<file path="config.mk">
export PLATFORM = sky130hd
export DESIGN_NAME = mul_seq_ctrl_flat
export DESIGN_NICKNAME = d
export VERILOG_FILES = /design/src/rtl/mul_seq_ctrl_pkg.sv /design/src/rtl/mul_seq_ctrl_if.sv /design/src/rtl/mul_seq_ctrl.sv /design/src/flat_wrapper.sv
export SDC_FILE = /design/constraint.sdc
export NUM_CORES = 1
export LEC_CHECK = 0
export ABC_AREA = 1
export CAP_MARGIN = 20
export CORE_AREA = 4 4 62 64
export DETAILED_ROUTE_END_ITERATION = 16
export DIE_AREA = 0 0 66 68
export GPL_TIMING_DRIVEN = 0
export SETUP_SLACK_MARGIN = 0.15
export SLEW_MARGIN = 20
export SYNTH_ARGS = -nofsm -noshare
export SYNTH_HDL_FRONTEND = slang
export SYNTH_SLANG_ARGS = --single-unit
</file>
<file path="constraint.sdc">
create_clock -name clk -period 2.35 [get_ports clk]
set_input_delay 0.47 -clock clk [delete_from_list [all_inputs] [get_ports clk]]
set_output_delay 0.47 -clock clk [all_outputs]
set_load 0.005 [all_outputs]
</file>
<file path="src/rtl/mul_seq_ctrl_pkg.sv">
// mul_ctrl_pkg: shared state encoding and default sizing for the multiplier controller
package mul_ctrl_pkg;
    localparam int WIDTH_DEF    = 16;
    localparam int MAX_ITER_DEF = 65535;
    typedef enum logic [2:0] {IDLE, GET_A, GET_B, ACCUM, DONE, ERR} state_t;
endpackage

</file>
<file path="src/rtl/mul_seq_ctrl_if.sv">
// mul_seq_ctrl_if: operand-beat handshake and cancel between upstream and the controller
interface mul_seq_ctrl_if;
    logic in_valid;
    logic in_ready;
    logic abort;
    modport master (output in_valid, output abort, input in_ready);
    modport slave  (input in_valid, input abort, output in_ready);
endinterface

</file>
<file path="src/rtl/mul_seq_ctrl.sv">
// mul_seq_ctrl: sequences A/B operand capture and repeated-addition accumulate
// for the multiplier datapath, with iteration limit and abort.
module mul_seq_ctrl
    import mul_ctrl_pkg::*;
#(
    parameter int WIDTH    = WIDTH_DEF,
    parameter int MAX_ITER = MAX_ITER_DEF
) (
    input  logic             clk,
    input  logic             rst_n,
    mul_seq_ctrl_if.slave    bus,
    input  logic             eqz,
    output logic             ldA,
    output logic             ldB,
    output logic             ldP,
    output logic             clrP,
    output logic             decB,
    output logic             busy,
    output logic             done,
    output logic             err,
    output logic [WIDTH-1:0] iter_cnt
);
    localparam logic [WIDTH-1:0] LIMIT = WIDTH'(MAX_ITER);
    state_t           r_state;
    state_t           w_next;
    logic [WIDTH-1:0] r_iter;
    logic             w_at_limit;
    assign w_at_limit = r_iter == LIMIT;
    assign iter_cnt   = r_iter;
    always_ff @(posedge clk or negedge rst_n) begin
        if (!rst_n) r_state <= IDLE;
        else        r_state <= w_next;
    end
    // ldP only fires below the limit, so the counter saturates without its own guard
    always_ff @(posedge clk or negedge rst_n) begin
        if (!rst_n)   r_iter <= '0;
        else if (ldA) r_iter <= '0;
        else if (ldP) r_iter <= r_iter + 1'b1;
    end
    always_comb begin
        w_next = r_state;
        case (r_state)
            IDLE:    w_next = GET_A;
            GET_A:   w_next = bus.in_valid ? GET_B : GET_A;
            GET_B:   w_next = bus.abort ? GET_A : bus.in_valid ? ACCUM : GET_B;
            ACCUM:   w_next = bus.abort ? GET_A : eqz ? DONE : w_at_limit ? ERR : ACCUM;
            DONE:    w_next = GET_A;
            ERR:     w_next = GET_A;
            default: w_next = IDLE;
        endcase
    end
    always_comb begin
        bus.in_ready = r_state == GET_A || r_state == GET_B;
        ldA          = r_state == GET_A && bus.in_valid;
        ldB          = r_state == GET_B && bus.in_valid && !bus.abort;
        clrP         = ldB;
        ldP          = r_state == ACCUM && !bus.abort && !eqz && !w_at_limit;
        decB         = ldP;
        busy         = r_state != IDLE;
        done         = r_state == DONE;
        err          = r_state == ERR;
    end
endmodule

</file>
<file path="src/flat_wrapper.sv">
// flat-port wrapper written by rule: the top's interface ports become plain ports
module mul_seq_ctrl_flat import mul_ctrl_pkg::*;
#(
    parameter int WIDTH    = WIDTH_DEF,
    parameter int MAX_ITER = MAX_ITER_DEF
)
  (clk, rst_n, eqz, ldA, ldB, ldP, clrP, decB, busy, done, err, iter_cnt, bus_in_valid, bus_abort, bus_in_ready);
  mul_seq_ctrl_if bus_i ();
  input  logic clk;
  input  logic rst_n;
  input  logic eqz;
  output logic ldA;
  output logic ldB;
  output logic ldP;
  output logic clrP;
  output logic decB;
  output logic busy;
  output logic done;
  output logic err;
  output logic [WIDTH-1:0] iter_cnt;
  input wire logic [$bits(bus_i.in_valid)-1:0] bus_in_valid;
  input wire logic [$bits(bus_i.abort)-1:0] bus_abort;
  output wire logic [$bits(bus_i.in_ready)-1:0] bus_in_ready;
  assign bus_i.in_valid = bus_in_valid;
  assign bus_i.abort = bus_abort;
  assign bus_in_ready = bus_i.in_ready;
  mul_seq_ctrl #(.WIDTH(WIDTH), .MAX_ITER(MAX_ITER)) u_core (.clk(clk), .rst_n(rst_n), .bus(bus_i), .eqz(eqz), .ldA(ldA), .ldB(ldB), .ldP(ldP), .clrP(clrP), .decB(decB), .busy(busy), .done(done), .err(err), .iter_cnt(iter_cnt));
endmodule
</file>
Word-level counts from Yosys, hierarchy flattened --
Cells that the tools add are included.
Storage, ports and cells: output and inout bits 25, register bits 19, input port bits 5
Operators by class: reductions and logical operators 14, add/subtract/negate cells 1, eq/ne operators 6, mux-type cells 9
Operators by type and width (number):
- 16-bit 2-to-1 mux | 2
- 16-bit by 1-bit adder with 16-bit output, second input constant | 1
- 16-bit == test, second input constant | 1
- 3-bit 2-to-1 mux | 4
- 3-bit case mux with 4 select lines | 1
- 3-bit by 2-bit == test with 1-bit output, second input constant | 2
- 3-bit == test, second input constant | 2
- 1-bit logical AND | 6
- 3-bit by 1-bit == test with 1-bit output, second input constant | 1
- 1-bit logical NOT | 3
- 3-bit logical NOT | 1
- 3-bit nonzero test | 1
- 3-bit OR reduction | 1
- 2-bit 2-to-1 mux | 1
- 2-bit nonzero test | 1
- 1-bit logical OR | 1
- 1-bit 2-to-1 mux | 1

Longest topological paths before layout --
Gate-level depths: netlist of run 1.
depth in word-level cells 6, gate-level depth with buffers 10, depth with buffers taken out 9

Worst setup path after synthesis of run 1 --
No wires, ideal clock.
kind register -> output, from register u_core.r_iter[0] (netlist: u_core.iter_cnt[0]), to output port ldP, buffers on the path 2, cell stages (with the launch flop) 9, arrival time 1.446 ns, slack 0.434 ns, cell sequence dfrtp_1 -> ha_1 -> nand2_1 -> nor2_4 -> nand2_2 -> nor2_4 -> nor2_4 -> buf_6 -> buf_4
On the way: longest elaborated chain between the ends 3
Ends and longest elaborated chain:
- start: declaration | line mul_seq_ctrl.sv:26 | logic [WIDTH-1:0] r_iter;
- start signal: assignment | line mul_seq_ctrl.sv:38 | else if (ldP) r_iter <= r_iter + 1'b1;
- 16-bit == test | line mul_seq_ctrl.sv:28 | assign w_at_limit = r_iter == LIMIT;
- 1-bit logical NOT | line mul_seq_ctrl.sv:57 | ldP = r_state == ACCUM && !bus.abort && !eqz && !w_at_limit;
- 1-bit logical AND | line mul_seq_ctrl.sv:57
- end: declaration | line flat_wrapper.sv:14 | output logic ldP;
Every way passes these cells.

Final worst setup path of run 1 --
from input port bus_in_valid, to output port ldA
On the way: longest elaborated chain between the ends 1
Ends and longest elaborated chain:
- start: declaration | line flat_wrapper.sv:21 | input wire logic [$bits(bus_i.in_valid)-1:0] bus_in_valid;
- 1-bit logical AND | line mul_seq_ctrl.sv:54 | ldA = r_state == GET_A && bus.in_valid;
- end: declaration | line flat_wrapper.sv:12 | output logic ldA;
Every way passes these cells.

==> out/metrics.yaml, run 1 <==
status:
  status: "complete, no violations"
job:
  drv_cap: 0
critical_path:
  worstSetupStartpointType: "input pin"
  cp.arrival_ns: 1.72
  reg2reg_from: "u_core.iter_cnt[0]$_DFFE_PN0P_"
  rr_endpoint: "u_core.iter_cnt[2]$_DFFE_PN0P_"
  end_kind: "output pin"
  startpoint: "bus_in_valid"
  r2r_setup_slack_ns: 0.72
  crit_required_ns: 1.88
  crit_type: "in -> out"
  ff2ff_path_depth: 11
  worstPathMaxFanout: 3
power:
  power_switching_w: 0.0003662
  p_comb_share_pct: 43.7
  netSwitchingFraction_pct: 36.89
  max-vdd-ir-drop_mv: 0.3133
  p_leak_nw: 0.9064
  clockPowerShare_pct: 17.9
  internal_power_w: 0.0006265
  powerDensity_mw_per_mm2: 540.5
  power_frac_seq_pct: 38.4
global_route:
  grt_pass1_wl_mm: 5.554
  grt_pass1_vias: 1247
  antenna_found_initial: 0
  grt-ovfl-total: 0
  grt_use_total_pct: 16.15
  grt_max_degree: 20
floorplanning:
  fp-row-count: 21
  boundaryPins: 30
  initial_core_util_pct: 38.97
  core_sq_mm: 0.003284
  die_y_um: 68
  die_x_um: 66
  dieArea_sq_mm: 0.004488
cells_and_area:
  areaGrowthSynthToFinish_pct: 43.50
  drive_gt1_share_pct: 24.45
  multiInputGateArea_sq_um: 701.9
  ff_latch_area_sq_um: 479.2
  fin_nets: 236
  design_area_sq_mm: 0.001837
  nFillCells: 324
  diodes: 0
drt:
  vias: 1360
  drc: 0
  via_per_inst: 4.945
  wire_per_inst_um: 12.63
  detail-route-antenna-nets: 0
  drt_iter0_markers: 37
  firstDrtPassIters: 4
  finalWirelength_mm: 3.472
synthesis:
  synth_edf_count: 0
  yosys_register_bits: 19
  synthFlopType: "dfrtp_1"
  ys_seq_area_share_pct: 37.15
  syn_area_sq_mm: 0.001280
  ys_warn_count: 0
  synth_nets: 183
  synthCells: 177
  async_reset_ff_share_pct: 100.0
  syn-mean-instance-area_sq_um: 7.232
  synth_cell_types: 24
place:
  io_buffers: 29
  placed_cell_area_sq_mm: 0.001628
  place_congestion: 0.8123
  hpwl_mm: 2.317
clock_tree:
  cts.sinks: 19
  h-tree-depth: 1
  cts_tree: "built"
  clk_path_buf_depth: 2
  postCtsHoldBufs: 0
  root_buffer: "clkbuf_4"
  cts_inserted_buffers: 3
  insertion_delay_ns: 0.30
  cts.clk_slew.worst_paths_ns: 0.11
timing:
  finalCritPeriodShare_pct: 93.01
  hold_viol: 0
  fin_skew_ns: 0.003654
  tns_ns: 0
  rsz0062_at_grt: "yes"
  period_needed_ns: 2.186
  setup_viol: 0
  max_slew_margin_pct: 38.23
  clock.fmax_ghz: 0.4575
  finalMaxSlewViolations: 0
  worstMarginPinSlew_ns: 0.9237
min_path:
  min-delay-start: "u_core.iter_cnt[9]$_DFFE_PN0P_"
  hold_path_depth: 2
  whs_endpoint: "u_core.iter_cnt[9]$_DFFE_PN0P_"
  min_path_type: "reg -> reg"
-- area by class of cell --
type | instances | share of cell area [%]
clock buffer | 4 | 1.431
tap | 46 | 3.134
sequential | 19 | 26.09
timing repair buffer | 48 | 23.71
inverter | 20 | 4.360
multi-input combinational | 132 | 38.22
buffer | 6 | 3.065
-- Yosys cell counts (4+ instances only) --
library cell	count	area, sq um
nand2_1	51	191.4
nand3_1	28	140.1
dfrtp_1	19	475.5
inv_1	19	71.32
nor2_1	15	56.30
nand4_1	8	50.05
nand3_2	5	50.05
o21ai_0	5	25.02
nor2_4	4	45.04
nor3_1	4	20.02
-- timing repair --
action,in CTS,in global routing
gates resized for setup,11,12
endpoints found under the setup margin,5,6
buffers inserted,8,11
pin swaps,5,8
-- state kept, by name, indices dropped and copies added, names as in the netlist --
name and cells:
u_core.iter_cnt 16, u_core.r_state 3
-- cells by family after synthesis --
family                   synth area share, %
XOR/XNOR                               2.053
AND/OR/NAND/NOR                        45.65
flip-flops                             37.15
AO/OA/AOI/OAI                          3.519
buffers and inverters                  10.65
adder cells (fa/ha/maj)               0.9774
-- power groups by stage --
| stage | Sequential [W] | Combinational [W] | Clock [W] |
|---|---|---|---|
| final | 0.000381 | 0.000434 | 0.000178 |
| after floorplan | 0.000389 | 0.000191 | 0 |
| after global placement | 0.000392 | 0.000339 | 0 |
| after detailed placement | 0.000393 | 0.000341 | 0 |
| after global routing | 0.000385 | 0.000476 | 0.000198 |
| after CTS | 0.000384 | 0.000382 | 0.000180 |
-- worst max path at each step --
stage,slack [ns],endpoint,cells past startpoint
2_1_floorplan,0.43,ldP,8
4_1_cts,0.01,ldB,5
3_5_place_dp,-0.36,ldP,7
5_1_grt,0.09,ldA,4
6_report,0.16,ldA,4
3_3_place_gp,-0.35,ldP,7
-- worst max-delay path, stage by stage --
cell             delay, ns
clkdlybuf4s50_1       0.48
inv_1                 0.10
nor2_4                0.15
clkdlybuf4s50_1       0.51
-- cell usage in the layout, fill, tap and decap left out --
| cell | synthesis | final |
|---|---|---|
| clkbuf_2 | 0 | 1 |
| o21ai_0 | 5 | 5 |
| or2_2 | 2 | 2 |
| nand2_4 | 0 | 1 |
| o21bai_1 | 1 | 1 |
| nor3_4 | 0 | 1 |
| buf_12 | 1 | 1 |
| nand3_2 | 5 | 5 |
| buf_2 | 2 | 2 |
| a21oi_1 | 1 | 1 |
| clkbuf_4 | 0 | 3 |
| nor3_1 | 4 | 3 |
| inv_1 | 19 | 16 |
| clkdlybuf4s50_1 | 0 | 24 |
| dlymetal6s2s_1 | 0 | 3 |
| o211ai_1 | 1 | 1 |
| clkdlybuf4s15_1 | 0 | 1 |
| nor2_1 | 15 | 13 |
| nand3_1 | 28 | 28 |
| xnor2_1 | 1 | 1 |
| nand2_2 | 2 | 3 |
| inv_2 | 0 | 3 |
| clkbuf_1 | 0 | 1 |
| buf_4 | 2 | 21 |
| inv_6 | 1 | 1 |
| nor2_2 | 1 | 2 |
| buf_6 | 1 | 1 |
| nor2_4 | 4 | 5 |
| nand2_1 | 51 | 49 |
| xor2_1 | 2 | 2 |
| dfrtp_1 | 19 | 16 |
| nand4_1 | 8 | 8 |
| dfrtp_2 | 0 | 3 |
| ha_2 | 0 | 1 |
-- metal layers --
layer / vias to the layer above / part of all wire, % / global-route usage (%)
met5: - / 0 / 0
met4: 0 / 1.2 / 5.838
met3: 5 / 6.1 / 3.284
met2: 40 / 48 / 28.16
met1: 633 / 45 / 19.80
li1: 682 / - / -
-- stage by stage --
| step | instances | util [%] | power (W) | setup WS [ns] | hold slack [ns] |
|---|---|---|---|---|---|
| 6_report | 275 | 55.92 | 0.0009927 | 0.1643 | 0.5900 |
| 5_1_grt | 275 | 55.92 | 0.001059 | 0.09476 | 0.6310 |
| 4_1_cts | 264 | 52.76 | 0.0009462 | 0.01150 | 0.5877 |
| 3_5_place_dp | 252 | 49.56 | 0.0007348 | -0.3614 | 0.5578 |
| 3_3_place_gp | 252 | 49.56 | 0.0007302 | -0.3504 | 0.5494 |
| 2_1_floorplan | 177 | - | 0.0005793 | 0.4344 | 0.1744 |
No activity file was read; power rests on OpenSTA's default activity.
==> inputs of run 2 (changes only) <==
--- a/config.mk
+++ b/config.mk
@@ -11,6 +11,7 @@
 export DETAILED_ROUTE_END_ITERATION = 16
 export DIE_AREA = 0 0 66 68
 export GPL_TIMING_DRIVEN = 0
+export REMOVE_ABC_BUFFERS = 1
 export SETUP_SLACK_MARGIN = 0.15
 export SLEW_MARGIN = 20
 export SYNTH_ARGS = -nofsm -noshare
==> run 2 against run 1 <==
Cell area decreased by 8.4%; first-iteration DRC count increased by 84%; combinational power decreased by 15%; die area unchanged; final cell count decreased by 5.8%; via count decreased by 5.4%; clock power decreased by 4%; global-route usage decreased by 0.63 points; maximum frequency increased by 4.8%; largest cell class unchanged; highest routed layer unchanged.
==> out/metrics.yaml, run 2 (synthesis gave the netlist of run 1 again) <==
status:
  status: "complete, no violations"  # unchanged
clock_tree:
  cts.clk_slew.worst_paths_ns: 0.12  # was 0.11 ns
  h-tree-depth: 1  # unchanged
  clk_path_buf_depth: 2  # unchanged
  insertion_delay_ns: 0.30  # about the same
  root_buffer: "clkbuf_4"  # unchanged
  cts.sinks: 19  # unchanged
  cts_tree: "built"  # unchanged
  cts_inserted_buffers: 3  # unchanged
critical_path:
  max_stage_delay_ns: 0.50  # was 0.51 ns
  worstSetupStartpointType: "input pin"  # unchanged
  cp_common_cell: "clkdlybuf4s50_1"  # unchanged
  cp.arrival_ns: 1.62  # was 1.72 ns
  cp_slowest_cell: "clkdlybuf4s50_1"  # unchanged
  end_kind: "output pin"  # unchanged
  cp_cell_sequence: "clkdlybuf4s50_1 > inv_1 > nor2_2 > clkdlybuf4s50_1"  # was clkdlybuf4s50_1 > inv_1 > nor2_4 > clkdlybuf4s50_1
  crit_required_ns: 1.88  # about the same
  crit_type: "in -> out"  # unchanged
  worstPathMaxFanout: 3  # unchanged
timing:
  period_needed_ns: 2.085  # was 2.186 ns
  clock.fmax_ghz: 0.4796  # was 0.4575 GHz
  finalMaxSlewViolations: 0  # unchanged
  max_slew_margin_pct: 39.13  # was 38.23%
  finalCritPeriodShare_pct: 88.73  # was 93.01%
  worstMarginPinSlew_ns: 0.9102  # was 0.9237 ns
  fin_skew_ns: 0.007891  # was 0.003654 ns
  setup_viol: 0  # unchanged
  hold_viol: 0  # unchanged
  rsz0062_at_grt: "no"  # was yes
  tns_ns: 0  # unchanged
  fin_ws_ns: 0.2649  # was 0.1643 ns
cells_and_area:
  final_cell_mix: "nand2_1 (50), nand3_1 (28), clkdlybuf4s50_1 (25)"  # was nand2_1 (49), nand3_1 (28), clkdlybuf4s50_1 (24)
  final_common_cell: "nand2_1"  # unchanged
  design_area_sq_mm: 0.001683  # was 0.001837 sq mm
  areaGrowthSynthToFinish_pct: 31.48  # was 43.50%
  drive_gt1_share_pct: 16.43  # was 24.45%
  fin_nets: 220  # was 236
  ff_latch_area_sq_um: 476.7  # was 479.2 sq um
  largest_reg_flops: 16  # unchanged
  diodes: 0  # unchanged
  nFillCells: 337  # was 324
  multiInputGateArea_sq_um: 686.9  # was 701.9 sq um
global_route:
  grt_pass1_vias: 1275  # was 1,247
  grt_max_degree: 24  # was 20
  grt_use_total_pct: 15.52  # was 16.15%
  grt_pass1_wl_mm: 5.464  # was 5.554 mm
  antenna_found_initial: 0  # unchanged
  grt-ovfl-total: 0  # unchanged
place:
  place_congestion: 0.8339  # was 0.8123
  hpwl_mm: 2.252  # was 2.317 mm
  io_buffers: 29  # unchanged
  placed_cell_area_sq_mm: 0.001572  # was 0.001628 sq mm
  dpl_worst_slack_ns: -0.2946  # was -0.3614 ns
drt:
  detail-route-antenna-nets: 0  # unchanged
  finalWirelength_mm: 3.230  # was 3.472 mm
  drc: 0  # unchanged
  via_per_inst: 4.969  # was 4.945
  drt_iter0_markers: 68  # was 37
  vias: 1287  # was 1,360
  firstDrtPassIters: 4  # unchanged
  wire_per_inst_um: 12.47  # was 12.63 um
floorplanning:
  boundaryPins: 30  # unchanged
  die_y_um: 68  # unchanged
  initial_core_util_pct: 38.97  # unchanged
  die_x_um: 66  # unchanged
  dieArea_sq_mm: 0.004488  # unchanged
  fp-row-count: 21  # unchanged
  core_sq_mm: 0.003284  # unchanged
power:
  p_leak_nw: 0.7693  # was 0.9064 nW
  powerDensity_mw_per_mm2: 549.1  # was 540.5 mW/mm^2
  max-vdd-ir-drop_mv: 0.2430  # was 0.3133 mV
min_path:
  min_path_type: "reg -> reg"  # unchanged
job:
  drv_cap: 0  # unchanged
==> run 2: cell count changes in the layout (fill, tap and decap cells not counted), moves of 2 or more <==
cell	previous run	this run
buf_2	2	0
buf_4	21	9
dfrtp_1	16	18
dfrtp_2	3	1
dlygate4sd2_1	0	2
dlymetal6s2s_1	3	0
==> run 2: routing by layer <==
layer	share of wire (%)	GRT usage [%]
met2	50	27.78
met4	1.1	5.838
met5	0	0
met1	44	18.66
met3	4.4	2.627
==> run 2: cell type report <==
type / count / area share, %
multi-input combinational: 132 / 40.82
sequential: 19 / 28.33
timing repair buffer: 38 / 21.12
inverter: 20 / 4.758
tap: 46 / 3.420
clock buffer: 4 / 1.561
==> run 2: path summary, 6_finish.rpt <==
path / slack [ns] / depth (start not counted) / end / startpoint
max: 0.26 / 4 / ldA / bus_in_valid
min: 0.59 / 2 / u_core.iter_cnt[9]$_DFFE_PN0P_ / u_core.iter_cnt[9]$_DFFE_PN0P_
min reg2reg: 0.59 / 2 / u_core.iter_cnt[9]$_DFFE_PN0P_ / u_core.iter_cnt[9]$_DFFE_PN0P_
max in group asynchronous: 1.08 / 1 / u_core.r_state[0]$_DFF_PN0_ / rst_n
max reg2reg: 0.59 / 7 / u_core.iter_cnt[7]$_DFFE_PN0P_ / u_core.r_state[2]$_DFF_PN0_
min in group asynchronous: 0.67 / 1 / u_core.iter_cnt[10]$_DFFE_PN0P_ / rst_n
==> run 2: metrics by stage <==
step / cells / total power, W / utilization, % / hold slack [ns]
finish: 259 / 0.0009240 / 51.24 / 0.5857
global placement: 246 / 0.0006981 / 47.85 / 0.5493
floorplan: 171 / 0.0005533 / - / 0.1744
detailed placement: 246 / 0.0007083 / 47.85 / 0.5604
CTS: 255 / 0.0009204 / 50.10 / 0.5895
global route: 259 / 0.0009960 / 51.24 / 0.6360
==> run 2: critical path: cells and delay by family <==
kind	cells	cell delay, ns
buffers and inverters	3	1.04
AND/OR/NAND/NOR	1	0.09
==> run 2: timing repair <==
item	in CTS	in global routing
hold buffers	0	0
setup endpoints to repair	5	4
pin swaps	2	5
gates resized for setup	9	6
hold endpoints to repair	0	0
buffers inserted	5	4
==> run 2: report_power, final <==
group	switching, W	internal [W]	leakage (nW)
Sequential	0.0000278	0.000356	0.260
Clock	0.000105	0.0000661	0.0150
Combinational	0.000205	0.000165	0.494
Total	0.000337	0.000587	0.769
==> inputs of run 3 (changes only) <==
--- a/config.mk
+++ b/config.mk
@@ -10,7 +10,6 @@
 export CORE_AREA = 4 4 62 64
 export DETAILED_ROUTE_END_ITERATION = 16
 export DIE_AREA = 0 0 66 68
-export GPL_TIMING_DRIVEN = 0
 export REMOVE_ABC_BUFFERS = 1
 export SETUP_SLACK_MARGIN = 0.15
 export SLEW_MARGIN = 20
==> run 3 against run 2 <==
Wire length is 3.7% higher; utilization up 2.1 points; flip-flop and latch count did not move; sequential share of layout area fell by 1.1 points; largest cell class unchanged; register-to-register slack gained 0.07 ns; highest routed layer unchanged; critical path depth is 1 higher; final cell count rose by 3.1%; cell area increased by 4.0%; global-route usage about the same; maximum frequency fell by 3.8%.
==> out/metrics.yaml, run 3 (synthesis gave the netlist of run 1 again) <==
timing:
  clock.fmax_ghz: 0.4614  # was 0.4796 GHz
  setup_viol: 0  # unchanged
  fin_skew_ns: 0.007023  # was 0.007891 ns
  finalCritPeriodShare_pct: 92.22  # was 88.73%
  period_needed_ns: 2.167  # was 2.085 ns
  finalMaxSlewViolations: 0  # unchanged
  rsz0062_at_grt: "yes"  # was no
  worstMarginPinSlew_ns: 0.4519  # was 0.9102 ns
  max_slew_margin_pct: 69.76  # was 39.13%
  tns_ns: 0  # unchanged
  hold_viol: 0  # unchanged
drt:
  drc: 0  # unchanged
  drt_iter0_markers: 34  # was 68
  firstDrtPassIters: 4  # unchanged
  via_per_inst: 4.940  # was 4.969
  wire_per_inst_um: 12.55  # was 12.47 um
  detail-route-antenna-nets: 0  # unchanged
  finalWirelength_mm: 3.351  # was 3.230 mm
  vias: 1319  # was 1,287
critical_path:
  crit_type: "in -> out"  # unchanged
  worstPathMaxFanout: 3  # unchanged
  startpoint: "bus_abort"  # was bus_in_valid
  critPathCapture: "clrP"  # was ldA
  reg2reg_from: "u_core.iter_cnt[0]$_DFFE_PN0P_"  # was u_core.r_state[2]$_DFF_PN0_
  cp.arrival_ns: 1.70  # was 1.62 ns
  worstSetupStartpointType: "input pin"  # unchanged
  rr_endpoint: "u_core.r_state[1]$_DFF_PN0_"  # was u_core.iter_cnt[7]$_DFFE_PN0P_
  end_kind: "output pin"  # unchanged
  crit_required_ns: 1.88  # about the same
  r2r_setup_slack_ns: 0.66  # was 0.59 ns
  ff2ff_path_depth: 9  # was 7
floorplanning:
  core_sq_mm: 0.003284  # unchanged
  boundaryPins: 30  # unchanged
  dieArea_sq_mm: 0.004488  # unchanged
  die_x_um: 66  # unchanged
  fp-row-count: 21  # unchanged
  die_y_um: 68  # unchanged
  initial_core_util_pct: 38.97  # unchanged
place:
  hpwl_mm: 2.316  # was 2.252 mm
  io_buffers: 29  # unchanged
  place_congestion: 0.7895  # was 0.8339
  dp_cells: 250  # was 246
cells_and_area:
  areaGrowthSynthToFinish_pct: 36.75  # was 31.48%
  final_core_util_pct: 53.30  # was 51.24%
  drive_gt1_share_pct: 20.36  # was 16.43%
  instances_no_fill: 267  # was 259
  nFillCells: 329  # was 337
  largest_reg_flops: 16  # unchanged
  ff_latch_area_sq_um: 476.7  # unchanged
  diodes: 0  # unchanged
  fin_nets: 228  # was 220
  multiInputGateArea_sq_um: 691.9  # was 686.9 sq um
  final_common_cell: "nand2_1"  # unchanged
  final_cell_mix: "nand2_1 (49), nand3_1 (28), clkdlybuf4s50_1 (26)"  # was nand2_1 (50), nand3_1 (28), clkdlybuf4s50_1 (25)
clock_tree:
  cts_inserted_buffers: 3  # unchanged
  clk_path_buf_depth: 2  # unchanged
  cts_tree: "built"  # unchanged
  h-tree-depth: 1  # unchanged
  postCtsHoldBufs: 0  # unchanged
  insertion_delay_ns: 0.30  # about the same
  cts.clk_slew.worst_paths_ns: 0.12  # about the same
  root_buffer: "clkbuf_4"  # unchanged
  cts.sinks: 19  # unchanged
global_route:
  grt_pass1_vias: 1228  # was 1,275
  grt-ovfl-total: 0  # unchanged
  grt_pass1_wl_mm: 5.451  # was 5.464 mm
  grt_max_degree: 20  # was 24
  grt_use_total_pct: 15.49  # was 15.52%
  antenna_found_initial: 0  # unchanged
job:
  drv_cap: 0  # unchanged
power:
  powerDensity_mw_per_mm2: 564.2  # was 549.1 mW/mm^2
  p_leak_nw: 0.8250  # was 0.7693 nW
  max-vdd-ir-drop_mv: 0.2656  # was 0.2430 mV
  finalPower_w: 0.0009875  # was 0.0009240 W
status:
  status: "complete, no violations"  # unchanged
min_path:
  min_path_type: "in -> async"  # was reg -> reg
==> run 3: cell types whose count changed in the layout (fill, tap and decap cells not counted) <==
cell             previous run  this run
clkdlybuf4s50_1            25        26
nand2_2                     3         4
nor2_1                     14        13
buf_4                       9        17
nor2_2                      2         3
dlymetal6s2s_1              0         1
nand2_1                    50        49
clkdlybuf4s15_1             2         0
==> run 3: worst min-delay path by stage <==
stage                              startpoint                              end  slack (ns)  cells past startpoint
3_5_place_dp   u_core.iter_cnt[9]$_DFFE_PN0P_   u_core.iter_cnt[9]$_DFFE_PN0P_        0.56                      2
6_report                                rst_n  u_core.iter_cnt[10]$_DFFE_PN0P_        0.49                      2
5_1_grt                                 rst_n      u_core.r_state[2]$_DFF_PN0_        0.50                      2
3_3_place_gp   u_core.iter_cnt[9]$_DFFE_PN0P_   u_core.iter_cnt[9]$_DFFE_PN0P_        0.55                      2
4_1_cts                                 rst_n  u_core.iter_cnt[10]$_DFFE_PN0P_        0.51                      2
2_1_floorplan                           rst_n   u_core.iter_cnt[0]$_DFFE_PN0P_        0.17                      0
==> run 3: critical path: stages <==
cell and delay [ns]:
clkdlybuf4s50_1 0.45, inv_2 0.10, nand2_2 0.07, nor2_2 0.11, clkdlybuf4s50_1 0.51
==> run 3: power by group <==
part	switching [W]	total, W	internal (W)
clock	0.000106	0.000172	0.0000661
combinational	0.000219	0.000430	0.000211
sequential	0.0000296	0.000385	0.000356
==> run 3: cell type report <==
class | instances | share of cell area (%)
clock buffers | 4 | 1.501
inverters | 20 | 4.575
multi-input cells | 132 | 39.53
flip-flops and latches | 19 | 27.23
well taps | 46 | 3.288
repair buffers | 46 | 23.87
==> run 3: repair_timing <==
| action | CTS | global route |
|---|---|---|
| pin swaps | 0 | 5 |
| buffers inserted | 3 | 10 |
| endpoints found under the setup margin | 5 | 5 |
| resized for setup | 6 | 8 |
==> run 3: per-layer routing <==
layer	up-vias	track usage, %	share of wire [%]
li1	662	-	-
met4	0	4.822	0.60
met5	-	0	0
met1	619	18.98	43
met3	2	3.120	5.8
met2	36	27.41	50
==> run 3: per-stage QoR <==
stage,hold slack (ns),area [sq um],setup WS [ns]
after floorplan,0.1744,1224,0.6001
after global placement,0.5467,1602,0.1026
after detailed placement,0.5624,1602,0.09833
after CTS,0.5096,1659,0.1039
after global routing,0.4983,1750,0.06295
final,0.4940,1750,0.1828
